File: config.mk
export PLATFORM = sky130hd
export DESIGN_NAME = clkdiv_multi
export DESIGN_NICKNAME = d
export VERILOG_FILES = /design/src/rtl/clkdiv_pkg.sv /design/src/rtl/clkdiv_channel.sv /design/src/rtl/clkdiv_multi.sv
export SDC_FILE = /design/constraint.sdc
export NUM_CORES = 1
export LEC_CHECK = 0
export ABC_AREA = 1
export BUFFER_PORTS_ARGS = -buffer_cell sky130_fd_sc_hd__buf_2
export CORE_UTILIZATION = 40
export CTS_BUF_LIST = sky130_fd_sc_hd__clkbuf_8 sky130_fd_sc_hd__clkbuf_16
export DETAILED_ROUTE_END_ITERATION = 10
export PLACE_DENSITY = 0.62
export SLEW_MARGIN = 20
export SYNTH_ARGS = -nofsm -noshare
export SYNTH_HDL_FRONTEND = slang
export SYNTH_SLANG_ARGS = --single-unit
File: constraint.sdc
create_clock -name clk -period 7.85 [get_ports clk]
set_input_delay 1.57 -clock clk [delete_from_list [all_inputs] [get_ports clk]]
set_output_delay 1.57 -clock clk [all_outputs]
set_load 0.05 [all_outputs]
File: src/rtl/clkdiv_pkg.sv
// +----------------------------------------------------------------------------+
// | Module      : clkdiv_pkg                                                   |
// | Description : Shared constants and helpers for the multi-channel clock /  |
// |               tick divider (clkdiv_multi, clkdiv_channel).                 |
// | Contents    : MODE_TOGGLE / MODE_PULSE mode encodings, default counter     |
// |               width and reset divisor, channel-select width helper.        |
// | Revision    : 1.0  initial release                                         |
// +----------------------------------------------------------------------------+
`default_nettype none

package clkdiv_pkg;

  // Per-channel output mode encoding (value of one bit of the mode vector)
  localparam logic MODE_TOGGLE = 1'b0;  // 50% square wave, period 2*div
  localparam logic MODE_PULSE  = 1'b1;  // one-cycle high strobe every div cycles

  // Defaults: 19-bit counter, 195313 = half-period of 128 Hz at 50 MHz
  localparam int CNT_W_DEF   = 19;
  localparam int DEF_DIV_DEF = 195313;

  // Width of a channel-select field; never narrower than one bit
  function automatic int ch_width(input int n);
    return (n > 1) ? $clog2(n) : 1;
  endfunction

endpackage : clkdiv_pkg

`default_nettype wire

File: src/rtl/clkdiv_channel.sv
// +----------------------------------------------------------------------------+
// | Module      : clkdiv_channel                                               |
// | Description : One divider channel: free-running counter with terminal      |
// |               count at div-1, shadowed divisor reload at period boundary,  |
// |               toggle or pulse output plus a tick strobe.                   |
// | Ports       : clk        - system clock, rising edge                       |
// |               rst_n      - asynchronous active-low reset                   |
// |               sync_i     - (CLKDIV_SYNC_EN only) restart counter           |
// |               en_i       - channel enable                                  |
// |               mode_i     - MODE_TOGGLE / MODE_PULSE                        |
// |               cfg_we_i   - accepted config transfer for this channel       |
// |               cfg_div_i  - divisor carried by that transfer                |
// |               clk_out_o  - divided output, registered                      |
// |               tick_o     - one-cycle strobe at terminal count, registered  |
// |               pending_o  - shadow divisor waiting for period boundary      |
// | Options     : CLKDIV_SYNC_EN adds sync_i and the resync path.              |
// | Revision    : 1.0  initial release                                         |
// +----------------------------------------------------------------------------+
`default_nettype none

module clkdiv_channel
  import clkdiv_pkg::*;
#(
  parameter int CNT_W   = CNT_W_DEF,
  parameter int DEF_DIV = DEF_DIV_DEF
) (
  input  logic             clk,
  input  logic             rst_n,
`ifdef CLKDIV_SYNC_EN
  input  logic             sync_i,
`endif
  input  logic             en_i,
  input  logic             mode_i,
  input  logic             cfg_we_i,
  input  logic [CNT_W-1:0] cfg_div_i,
  output logic             clk_out_o,
  output logic             tick_o,
  output logic             pending_o
);

  localparam logic [CNT_W-1:0] RST_DIV = CNT_W'(DEF_DIV);

  logic [CNT_W-1:0] count_q, count_d;
  logic [CNT_W-1:0] div_q, div_d;
  logic [CNT_W-1:0] shadow_q, shadow_d;
  logic             pending_q, pending_d;
  logic             clk_out_q, clk_out_d;
  logic             tick_q, tick_d;

  logic [CNT_W-1:0] w_div_eff;
  logic             w_terminal;

  // A zero divisor is treated as one so the terminal compare never underflows
  assign w_div_eff  = (div_q == '0) ? CNT_W'(1) : div_q;
  assign w_terminal = (count_q == (w_div_eff - CNT_W'(1)));

  always_comb begin
    count_d   = count_q;
    div_d     = div_q;
    shadow_d  = shadow_q;
    pending_d = pending_q;
    clk_out_d = clk_out_q;
    tick_d    = 1'b0;

    // Default handling of a transfer: park it in the shadow register. The
    // branches below override this when the divisor may be loaded directly.
    // A transfer is only accepted while pending_q is low, so the apply paths
    // below never race a transfer that is already parked.
    if (cfg_we_i) begin
      shadow_d  = cfg_div_i;
      pending_d = 1'b1;
    end

`ifdef CLKDIV_SYNC_EN
    // Resync wins over everything; a transfer on this edge stays parked
    if (sync_i) begin
      count_d   = '0;
      clk_out_d = 1'b0;
      if (pending_q) begin
        div_d     = shadow_q;
        pending_d = 1'b0;
      end
    end else
`endif
    if (!en_i) begin
      count_d   = '0;
      clk_out_d = 1'b0;
      if (cfg_we_i) begin
        div_d     = cfg_div_i;
        pending_d = 1'b0;
      end else if (pending_q) begin
        div_d     = shadow_q;
        pending_d = 1'b0;
      end
    end else if (w_terminal) begin
      count_d   = '0;
      tick_d    = 1'b1;
      clk_out_d = (mode_i == MODE_PULSE) ? 1'b1 : ~clk_out_q;
      // Period boundary: the new divisor governs the period starting now
      if (cfg_we_i) begin
        div_d     = cfg_div_i;
        pending_d = 1'b0;
      end else if (pending_q) begin
        div_d     = shadow_q;
        pending_d = 1'b0;
      end
    end else begin
      count_d = count_q + CNT_W'(1);
      if (mode_i == MODE_PULSE) begin
        clk_out_d = 1'b0;
      end
    end
  end

  always_ff @(posedge clk or negedge rst_n) begin
    if (!rst_n) begin
      count_q   <= '0;
      div_q     <= RST_DIV;
      shadow_q  <= '0;
      pending_q <= 1'b0;
      clk_out_q <= 1'b0;
      tick_q    <= 1'b0;
    end else begin
      count_q   <= count_d;
      div_q     <= div_d;
      shadow_q  <= shadow_d;
      pending_q <= pending_d;
      clk_out_q <= clk_out_d;
      tick_q    <= tick_d;
    end
  end

  assign clk_out_o = clk_out_q;
  assign tick_o    = tick_q;
  assign pending_o = pending_q;

endmodule : clkdiv_channel

`default_nettype wire

File: src/rtl/clkdiv_multi.sv
// +----------------------------------------------------------------------------+
// | Module      : clkdiv_multi                                                 |
// | Description : NCH independent clock/tick dividers with a valid/ready       |
// |               divisor configuration port. Holds only config decode, the    |
// |               cfg_ready mux and the sync fan-out.                          |
// | Ports       : clk, rst_n          - clock / async active-low reset         |
// |               sync                - (CLKDIV_SYNC_EN only) resync all chans |
// |               en[NCH], mode[NCH]  - per-channel enable / mode              |
// |               cfg_valid/cfg_ready - config handshake                       |
// |               cfg_ch, cfg_div     - target channel / new divisor           |
// |               clk_out[NCH]        - divided outputs                        |
// |               tick[NCH]           - terminal-count strobes                 |
// | Options     : define CLKDIV_SYNC_EN to add the sync port.                  |
// | Revision    : 1.0  initial release                                         |
// +----------------------------------------------------------------------------+
`default_nettype none

module clkdiv_multi
  import clkdiv_pkg::*;
#(
  parameter int NCH     = 4,
  parameter int CNT_W   = CNT_W_DEF,
  parameter int DEF_DIV = DEF_DIV_DEF
) (
  input  logic                     clk,
  input  logic                     rst_n,
`ifdef CLKDIV_SYNC_EN
  input  logic                     sync,
`endif
  input  logic [NCH-1:0]           en,
  input  logic [NCH-1:0]           mode,
  input  logic                     cfg_valid,
  output logic                     cfg_ready,
  input  logic [ch_width(NCH)-1:0] cfg_ch,
  input  logic [CNT_W-1:0]         cfg_div,
  output logic [NCH-1:0]           clk_out,
  output logic [NCH-1:0]           tick
);

  localparam int CH_W = ch_width(NCH);

  logic [NCH-1:0] w_pending;
  logic [NCH-1:0] w_cfg_we;

  // Out-of-range channel numbers are always ready and silently dropped
  always_comb begin
    cfg_ready = 1'b1;
    for (int i = 0; i < NCH; i++) begin
      if (cfg_ch == CH_W'(i)) begin
        cfg_ready = ~w_pending[i];
      end
    end
  end

  generate
    for (genvar g = 0; g < NCH; g++) begin : g_ch
      assign w_cfg_we[g] = cfg_valid & cfg_ready & (cfg_ch == CH_W'(g));

      clkdiv_channel #(
        .CNT_W   (CNT_W),
        .DEF_DIV (DEF_DIV)
      ) u_channel (
        .clk       (clk),
        .rst_n     (rst_n),
`ifdef CLKDIV_SYNC_EN
        .sync_i    (sync),
`endif
        .en_i      (en[g]),
        .mode_i    (mode[g]),
        .cfg_we_i  (w_cfg_we[g]),
        .cfg_div_i (cfg_div),
        .clk_out_o (clk_out[g]),
        .tick_o    (tick[g]),
        .pending_o (w_pending[g])
      );
    end : g_ch
  endgenerate

endmodule : clkdiv_multi

`default_nettype wire

==> results.json, run 1 <==
{
  "fin_worst_hold_slack_ps": 469,
  "outcome": "finished, final reports clean",
  "path_max_fanout": 5,
  "route.detailed.drc": 0,
  "min_path_cells": 1,
  "syn_area_um2": 13500,
  "holdPathEnd": "g_ch[2].u_channel.count_q[0]",
  "synth_top_area_share_pct": 35.7,
  "cts_buffers": 27,
  "skew_ps": 21.7,
  "synth-edff-count": 0,
  "critPathKind": "in -> out",
  "root_buffer": "clkbuf_16",
  "drive_gt1_share_pct": 10.4,
  "ys_top_cells_by_area": "dfrtp_1 (36%), nand2_1 (13%), dfstp_2 (9.4%), nand3_1 (7.3%), nor2_1 (6.2%)",
  "io_pins": 41,
  "start_util_pct": 41.0,
  "hold_viol": 0,
  "ctsHoldBuffers": 0,
  "grt_pass1_wl_mm": 53.3,
  "synth_fp_nets": 1800,
  "ys_types": 49,
  "routed_via_density": 4.92,
  "holdCritStartpoint": "g_ch[2].u_channel.count_q[0]",
  "ys_seq_area_share_pct": 45.0,
  "leakage_nw": 7.24,
  "rows": 66,
  "dieArea_um2": 34400,
  "path_clk_slew_ps": 60,
  "htree_levels": 1,
  "port_buffers": 40,
  "hpwl_mm": 22.8,
  "tightest_slew_ps": 824,
  "tritoncts": "done",
  "avgSynthCellArea_um2": 7.66,
  "vias": 11000,
  "final_max_slew_viol_count": 0,
  "grt_pass1_vias": 10600,
  "hp-class": "reg -> reg",
  "drt_pass1_iterations": 5,
  "fmax_ghz": 0.226,
  "slew_headroom_pct": 45.0,
  "ys_async_sr_fraction_pct": 100,
  "fin_crit_ps": 4420,
  "cts_resized": 0,
  "required_ps": 6280,
  "cts_sinks": 240,
  "ys_ff_latch": 240,
  "wl_mm": 31.6,
  "grt_setup_unrepaired": "no",
  "coreArea_um2": 32900,
  "grt_max_degree": 154,
  "cts_buffer_depth": 3,
  "ant_nets": 0,
  "post_cts_buffers": 0,
  "ys_dominant_reg_cell": "dfrtp_1",
  "track_usage_pct": 19.0,
  "setup_viol": 0,
  "synth_area_leader_cell": "dfrtp_1",
  "end_kind": "primary output",
  "antenna_found_initial": 0,
  "ys_top_cells_by_count": "nand2_1 (464), nor2_1 (222), nand3_1 (196)",
  "timing.rr.start": "g_ch[0].u_channel.div_q[7]",
  "final_nets": 1816,
  "r2r_end": "g_ch[0].u_channel.div_q[8]",
  "final_util_pct": 45.2,
  "netlist_instances": 1760,
  "setup_tns_ps": 0,
  "maxCapViolCount": 0,
  "yosysWarningCount": 0,
  "start_kind": "input port",
  "finalCritPeriodShare_pct": 56.3,
  "routabilityCongestion": 0.896,
  "power_density_nw_per_um2": 287,
  "rrSetupSlack_ps": 3900,
  "synth.most_common_cell": "nand2_1",
  "diodes": 0,
  "crit_arrival_ps": 2850,
  "drt_iter0_markers": 665,
  "die_x_um": 186,
  "ir_worst_vdd_uv": 201,
  "fp.dieH_um": 186,
  "insertion_delay_ps": 550,
  "area_growth_pct": 10.3,
  "grt-ovfl-total": 0,
  "wire_per_inst_um": 14.1,
  "r2r_cells": 19
}
[cell usage in the layout (no fill, tap or decap), drive strengths merged, types with 3 or more instances in the layout]
| cell | netlist | layout |
|---|---|---|
| a21oi | 16 | 16 |
| nand3 | 202 | 202 |
| bufinv | 0 | 3 |
| nand3b | 8 | 8 |
| buf | 41 | 45 |
| dfrtp | 192 | 192 |
| nand4 | 39 | 39 |
| nor3b | 9 | 9 |
| a31oi | 3 | 3 |
| nor2 | 229 | 229 |
| clkinv | 0 | 7 |
| inv | 185 | 193 |
| or2 | 13 | 13 |
| o21ai | 96 | 96 |
| nor4 | 3 | 3 |
| nor3 | 36 | 36 |
| ha | 8 | 8 |
| dfstp | 48 | 48 |
| xor2 | 85 | 85 |
| nand2 | 476 | 476 |
| and2 | 3 | 3 |
| clkbuf | 17 | 29 |
| mux2i | 3 | 3 |
| xnor2 | 33 | 33 |
[power breakdown]
group	switching [mW]	total, mW	internal [mW]
Combinational	0.840	1.32	0.477
Clock	0.526	1.27	0.747
Sequential	0.189	1.67	1.49
Total	1.55	4.26	2.71
[cell families (layout without fill, tap and decap cells)]
| logic type | after synthesis | count (layout) | synth area share, % |
|---|---|---|---|
| AOI/OAI and AO/OA | 128 | 128 | 5.16 |
| buffers and inverters | 243 | 279 | 7.50 |
| xor gates and xnor gates | 119 | 119 | 7.95 |
| adders and majority gates | 8 | 8 | 0.743 |
| DFF | 240 | 240 | 45.0 |
| and+or+nand+nor | 1019 | 1019 | 33.4 |
| muxes | 3 | 3 | 0.223 |
[worst max-delay path, cell delays in order]
cell	delay [ps]
buf_2	130
inv_1	90
nor2_1	60
a22o_1	180
a31o_2	220
a31oi_2	270
buf_2	330
[registers in the layout, indices dropped and copies added (netlist names)]
name	count
g_ch.u_channel.div_q	76
g_ch.u_channel.pending_o	4
g_ch.u_channel.tick_o	4
g_ch.u_channel.shadow_q	76
g_ch.u_channel.count_q	76
g_ch.u_channel.clk_out_o	4
[through the flow]
stage	instance area, µm²	cells	total power, mW	worst slack (ps)
floorplan	13500	1760	2.68	3610
global placement	14000	2189	2.98	3520
detailed placement	14000	2189	3.01	3480
CTS	14900	2238	4.31	3470
global route	14900	2238	4.58	3360
finish	14900	2238	4.26	3430
[layer usage]
metal	vias up	share of wire (%)	track usage (%)	wire, µm
met1	5180	48	26.0	15100
met3	40	3.1	2.66	969
li1	5645	-	-	-
met4	0	2.2	4.72	685
met2	147	47	31.6	14800
met5	-	0	0	0
[worst max path at each step]
stage / startpoint / end / slack [ps] / cells past startpoint
floorplan: cfg_ch[0] / cfg_ready / 3610 / 5
finish: cfg_ch[0] / cfg_ready / 3430 / 7
global placement: cfg_ch[0] / cfg_ready / 3520 / 7
detailed placement: cfg_ch[0] / cfg_ready / 3480 / 7
global route: g_ch[2].u_channel.div_q[2] / g_ch[2].u_channel.div_q[1] / 3360 / 21
CTS: cfg_ch[0] / cfg_ready / 3470 / 7
[area by class of cell]
| cell class | count | area, µm² |
|---|---|---|
| Fill cell | 3388 | 18000 |
| Multi-Input combinational cell | 1277 | 6400 |
| Sequential cell | 240 | 6070 |
| Clock buffer | 29 | 703 |
| Inverter | 185 | 694 |
| Tap cell | 442 | 553 |
| Timing Repair Buffer | 45 | 260 |
| Clock inverter | 20 | 191 |
No activity file was read; power rests on OpenSTA's default activity.
==> run 2, diff against run 1 <==
==> constraint.sdc (replaced) <==
create_clock -name clk -period 4.15 [get_ports clk]
set_input_delay 0.83 -clock clk [delete_from_list [all_inputs] [get_ports clk]]
set_output_delay 0.83 -clock clk [all_outputs]
set_load 0.05 [all_outputs]
==> run 2 against run 1 <==
Flip-flop and latch count unchanged. Via count shrank 0.15%. Sequential share of layout area shrank 0.18 points. Combinational power is 91% higher. Total power grew 87%. Final cell count grew 0.54%. Non-clock buffer count rose by 13. Global-route usage increased by 0.45 points. Die area stayed put. Worst hold slack got worse by 160 ps. Largest cell class unchanged.
==> results.json, run 2 (synthesis results as in run 1) <==
{
  "outcome": "finished, final reports clean",
  "setup_viol": 0,
  "maxCapViolCount": 0,
  "htree_levels": 1,
  "fin_total_pwr_mw": 7.98,
  "required_ps": 4630,
  "start_util_pct": 41.0,
  "ctsHoldBuffers": 0,
  "cts_buffers": 26,
  "wire_per_inst_um": 14.4,
  "fillCellCount": 3336,
  "drt_iter0_markers": 589,
  "final_nets": 1828,
  "hold_viol": 0,
  "ant_nets": 0,
  "finalCritPeriodShare_pct": 88.1,
  "post_cts_buffers": 0,
  "diodes": 0,
  "hpwl_mm": 24.0,
  "fp.dieH_um": 186,
  "rows": 66,
  "final_max_slew_viol_count": 0,
  "area_growth_pct": 10.8,
  "vias": 11000,
  "grt-ovfl-total": 0,
  "io_pins": 41,
  "routed_via_density": 4.89,
  "tightest_slew_ps": 900,
  "antenna_found_initial": 0,
  "path_clk_slew_ps": 60,
  "path_max_fanout": 22,
  "power_density_nw_per_um2": 535,
  "leakage_nw": 7.28,
  "final_common_cell": "nand2_1",
  "route.detailed.drc": 0,
  "final_cell_mix": "nand2_1 (464), nor2_1 (222), nand3_1 (196)",
  "grt_setup_unrepaired": "no",
  "insertion_delay_ps": 560,
  "fmax_ghz": 0.274,
  "ir_worst_vdd_uv": 535,
  "cts_resized": 0,
  "skew_ps": 18.2,
  "fin_worst_hold_slack_ps": 313,
  "grt_pass1_vias": 10500,
  "routabilityCongestion": 0.950,
  "die_x_um": 186,
  "drive_gt1_share_pct": 10.9,
  "dieArea_um2": 34400,
  "root_buffer": "clkbuf_16",
  "grt_pass1_wl_mm": 53.9,
  "track_usage_pct": 19.5,
  "hp-class": "in -> async",
  "setup_tns_ps": 0,
  "critPathKind": "reg -> reg",
  "drt_pass1_iterations": 5,
  "start_kind": "flip-flop",
  "tritoncts": "done",
  "grt_max_degree": 115,
  "fin_crit_ps": 3660,
  "reg_top3": "g_ch.u_channel.count_q: 76 flops, g_ch.u_channel.div_q: 76 flops, g_ch.u_channel.shadow_q: 76 flops",
  "port_buffers": 40,
  "end_kind": "flip-flop",
  "cts_sinks": 240,
  "coreArea_um2": 32900,
  "wl_mm": 32.3,
  "cts_buffer_depth": 3,
  "slew_headroom_pct": 40.0,
  "crit_arrival_ps": 4140
}
[run 2: stage by stage]
stage / instances / area, µm² / worst slack [ps] / util, %
4_1_cts: 2250 / 14900 / 488 / 45.4
5_1_grt: 2250 / 14900 / 43.7 / 45.4
6_report: 2250 / 14900 / 494 / 45.4
3_3_place_gp: 2202 / 14100 / 525 / 42.8
2_1_floorplan: 1760 / 13500 / 1160 / -
3_5_place_dp: 2202 / 14100 / 516 / 42.8
[run 2: cell type report]
cell class	instances	area [µm²]	share of cell area [%]
multi-input cells	1277	6400	42.9
inverters	185	694	4.65
repair buffers	58	370	2.48
well taps	442	553	3.70
flip-flops and latches	240	6070	40.6
clock buffers	28	678	4.54
clock inverters	20	171	1.15
[run 2: path summary, 6_finish.rpt]
| check | slack, ps | depth (start not counted) | to | start |
|---|---|---|---|---|
| worst min register to register | 460 | 1 | g_ch[2].u_channel.count_q[0] | g_ch[2].u_channel.count_q[0] |
| worst min-delay path | 310 | 1 | g_ch[0].u_channel.count_q[6] | rst_n |
| max in group asynchronous | 2830 | 2 | g_ch[0].u_channel.div_q[4] | rst_n |
| worst max register to register | 490 | 21 | g_ch[2].u_channel.div_q[15] | g_ch[2].u_channel.div_q[2] |
| min in group clk | 460 | 1 | g_ch[2].u_channel.count_q[0] | g_ch[2].u_channel.count_q[0] |
| worst max-delay path | 490 | 21 | g_ch[2].u_channel.div_q[15] | g_ch[2].u_channel.div_q[2] |
[run 2: where the power goes]
group	internal (mW)	switching, mW
sequential	2.81	0.356
combinational	0.914	1.61
clock	1.31	0.990
[run 2: layer usage]
metal,GRT usage [%],share of wire [%]
met5,0,0
met4,4.69,2.4
met3,2.39,3.0
met2,33.3,48
met1,26.2,47
[run 2: critical path, cell delays in order (launching register included)]
cell and delay, ps:
dfrtp_1 430, nor2_1 230, nand2_1 80, nor2_1 120
nand3_2 170, nand2_1 190, inv_1 60, ha_1 240
xnor2_1 200, nor2_1 60, nor3b_1 180, nand2_1 70
nor2_1 140, nand3_1 90, nor2_1 110, nand3_1 80
nor2_1 160, nand3_1 110, nand2_2 400, buf_4 290
nand3_1 100, nand2_1 100
==> run 3, diff against run 2 <==
--- a/config.mk
+++ b/config.mk
@@ -10,7 +10,6 @@
 export CORE_UTILIZATION = 40
 export CTS_BUF_LIST = sky130_fd_sc_hd__clkbuf_8 sky130_fd_sc_hd__clkbuf_16
 export DETAILED_ROUTE_END_ITERATION = 10
-export PLACE_DENSITY = 0.62
 export SLEW_MARGIN = 20
 export SYNTH_ARGS = -nofsm -noshare
 export SYNTH_HDL_FRONTEND = slang
==> run 3 against run 2 <==
Critical path depth down 2. Sequential share of layout area about the same. Total power up 0.46%. Register-to-register slack better by 96 ps. Die area unchanged. Critical path type unchanged. Critical endpoint is now g_ch[0].u_channel.div_q[1]. Highest routed layer unchanged.
==> results.json, run 3 (synthesis results as in run 1) <==
{
  "setup_tns_ps": 0,
  "final_cell_area_um2": 14900,
  "crit_arrival_ps": 4020,
  "grt-ovfl-total": 0,
  "fin_crit_ps": 3560,
  "setup_viol": 0,
  "hpwl_mm": 23.8,
  "power_density_nw_per_um2": 537,
  "post_cts_buffers": 0,
  "end_kind": "flip-flop",
  "grt_pass1_wl_mm": 54.3,
  "cts_sinks": 240,
  "dieArea_um2": 34400,
  "maxCapViolCount": 0,
  "tritoncts": "done",
  "grt_max_degree": 112,
  "critPathKind": "reg -> reg",
  "ir_worst_vdd_uv": 312,
  "final_cell_mix": "nand2_1 (464), nor2_1 (222), nand3_1 (196)",
  "slew_headroom_pct": 39.5,
  "antenna_found_initial": 0,
  "coreArea_um2": 32900,
  "reg_top3": "g_ch.u_channel.count_q: 76 flops, g_ch.u_channel.div_q: 76 flops, g_ch.u_channel.shadow_q: 76 flops",
  "hold_viol": 0,
  "routed_via_density": 4.92,
  "hp-class": "in -> async",
  "routabilityCongestion": 0.900,
  "final_max_slew_viol_count": 0,
  "cts_buffers": 27,
  "finalCritPeriodShare_pct": 85.8,
  "tightest_slew_ps": 908,
  "cts_resized": 0,
  "final_nets": 1826,
  "port_buffers": 40,
  "skew_ps": 17.4,
  "wl_mm": 32.2,
  "ant_nets": 0,
  "route.detailed.drc": 0,
  "die_x_um": 186,
  "htree_levels": 1,
  "drt_pass1_iterations": 5,
  "grt_pass1_vias": 10600,
  "io_pins": 41,
  "rows": 66,
  "drt_iter0_markers": 702,
  "start_util_pct": 41.0,
  "final_common_cell": "nand2_1",
  "grt_setup_unrepaired": "no",
  "ctsHoldBuffers": 0,
  "area_growth_pct": 10.8,
  "root_buffer": "clkbuf_16",
  "path_max_fanout": 17,
  "fmax_ghz": 0.281,
  "placed_area_um2": 14100,
  "final_util_pct": 45.4,
  "leakage_nw": 7.29,
  "start_kind": "flip-flop",
  "outcome": "finished, final reports clean",
  "drive_gt1_share_pct": 10.9,
  "required_ps": 4610,
  "insertion_delay_ps": 540,
  "path_clk_slew_ps": 60,
  "cts_buffer_depth": 3,
  "vias": 11100,
  "fp.dieH_um": 186,
  "wire_per_inst_um": 14.3,
  "track_usage_pct": 19.5,
  "diodes": 0
}
## run 3: cell count changes in the layout (fill, tap and decap cells not counted)
cell / before / now
clkbuf_16: 26 / 27
inv_1: 186 / 184
clkinv_4: 1 / 2
clkbuf_8: 2 / 4
clkinvlp_4: 6 / 1
clkinv_2: 3 / 8
clkinv_8: 1 / 0
buf_4: 16 / 13
## run 3: metal layers
metal	share of wire [%]	global-route usage [%]	vias to the layer above
li1	-	-	5668
met1	48	27.6	5179
met2	46	31.8	168
met3	3.5	2.43	44
met4	2.1	4.46	0
met5	0	0	-
## run 3: layout make-up
class	count	area (µm²)
Multi-Input combinational cell	1277	6400
Clock inverter	18	144
Inverter	185	694
Timing Repair Buffer	55	348
Tap cell	442	553
Clock buffer	31	731
Fill cell	3404	17900
Sequential cell	240	6070
## run 3: report_power, final
part           internal (mW)  switching (mW)
Combinational          0.911            1.61
Clock                   1.38           0.956
Sequential              2.81           0.352
Total                   5.10            2.92
## run 3: final timing paths
kind	cells past startpoint	slack (ps)	start	end
max in group asynchronous	2	2840	rst_n	g_ch[0].u_channel.div_q[12]
max	19	590	g_ch[0].u_channel.div_q[7]	g_ch[0].u_channel.div_q[1]
max reg2reg	19	590	g_ch[0].u_channel.div_q[7]	g_ch[0].u_channel.div_q[1]
min reg2reg	1	470	g_ch[2].u_channel.count_q[0]	g_ch[2].u_channel.count_q[0]
min in group clk	1	470	g_ch[2].u_channel.count_q[0]	g_ch[2].u_channel.count_q[0]
min	1	330	rst_n	g_ch[3].u_channel.count_q[4]
## run 3: through the flow
step / instances / power, mW / setup WS, ps / hold WS (ps)
after floorplan: 1760 / 5.07 / 1160 / 432
final: 2248 / 8.02 / 590 / 328
after global placement: 2199 / 5.69 / 665 / 449
after CTS: 2248 / 8.11 / 573 / 372
after detailed placement: 2199 / 5.71 / 599 / 454
after global routing: 2248 / 8.61 / 143 / 397
## run 3: worst max-delay path, cell delays in order, from the launching register on
cell and delay, ps:
dfstp_2 610, nor2_1 80, nand2_1 110, nor2_1 60, nand3b_2 150, nand2_1 90, inv_1 120, ha_1 220
nand3_1 170, nor3_1 390, nand2_1 120, xnor2_1 160, nor2_1 100, nand4_1 110, nor2_1 150, nand2_1 80
nand2_2 290, buf_4 280, nand3_1 100, nand2_1 90
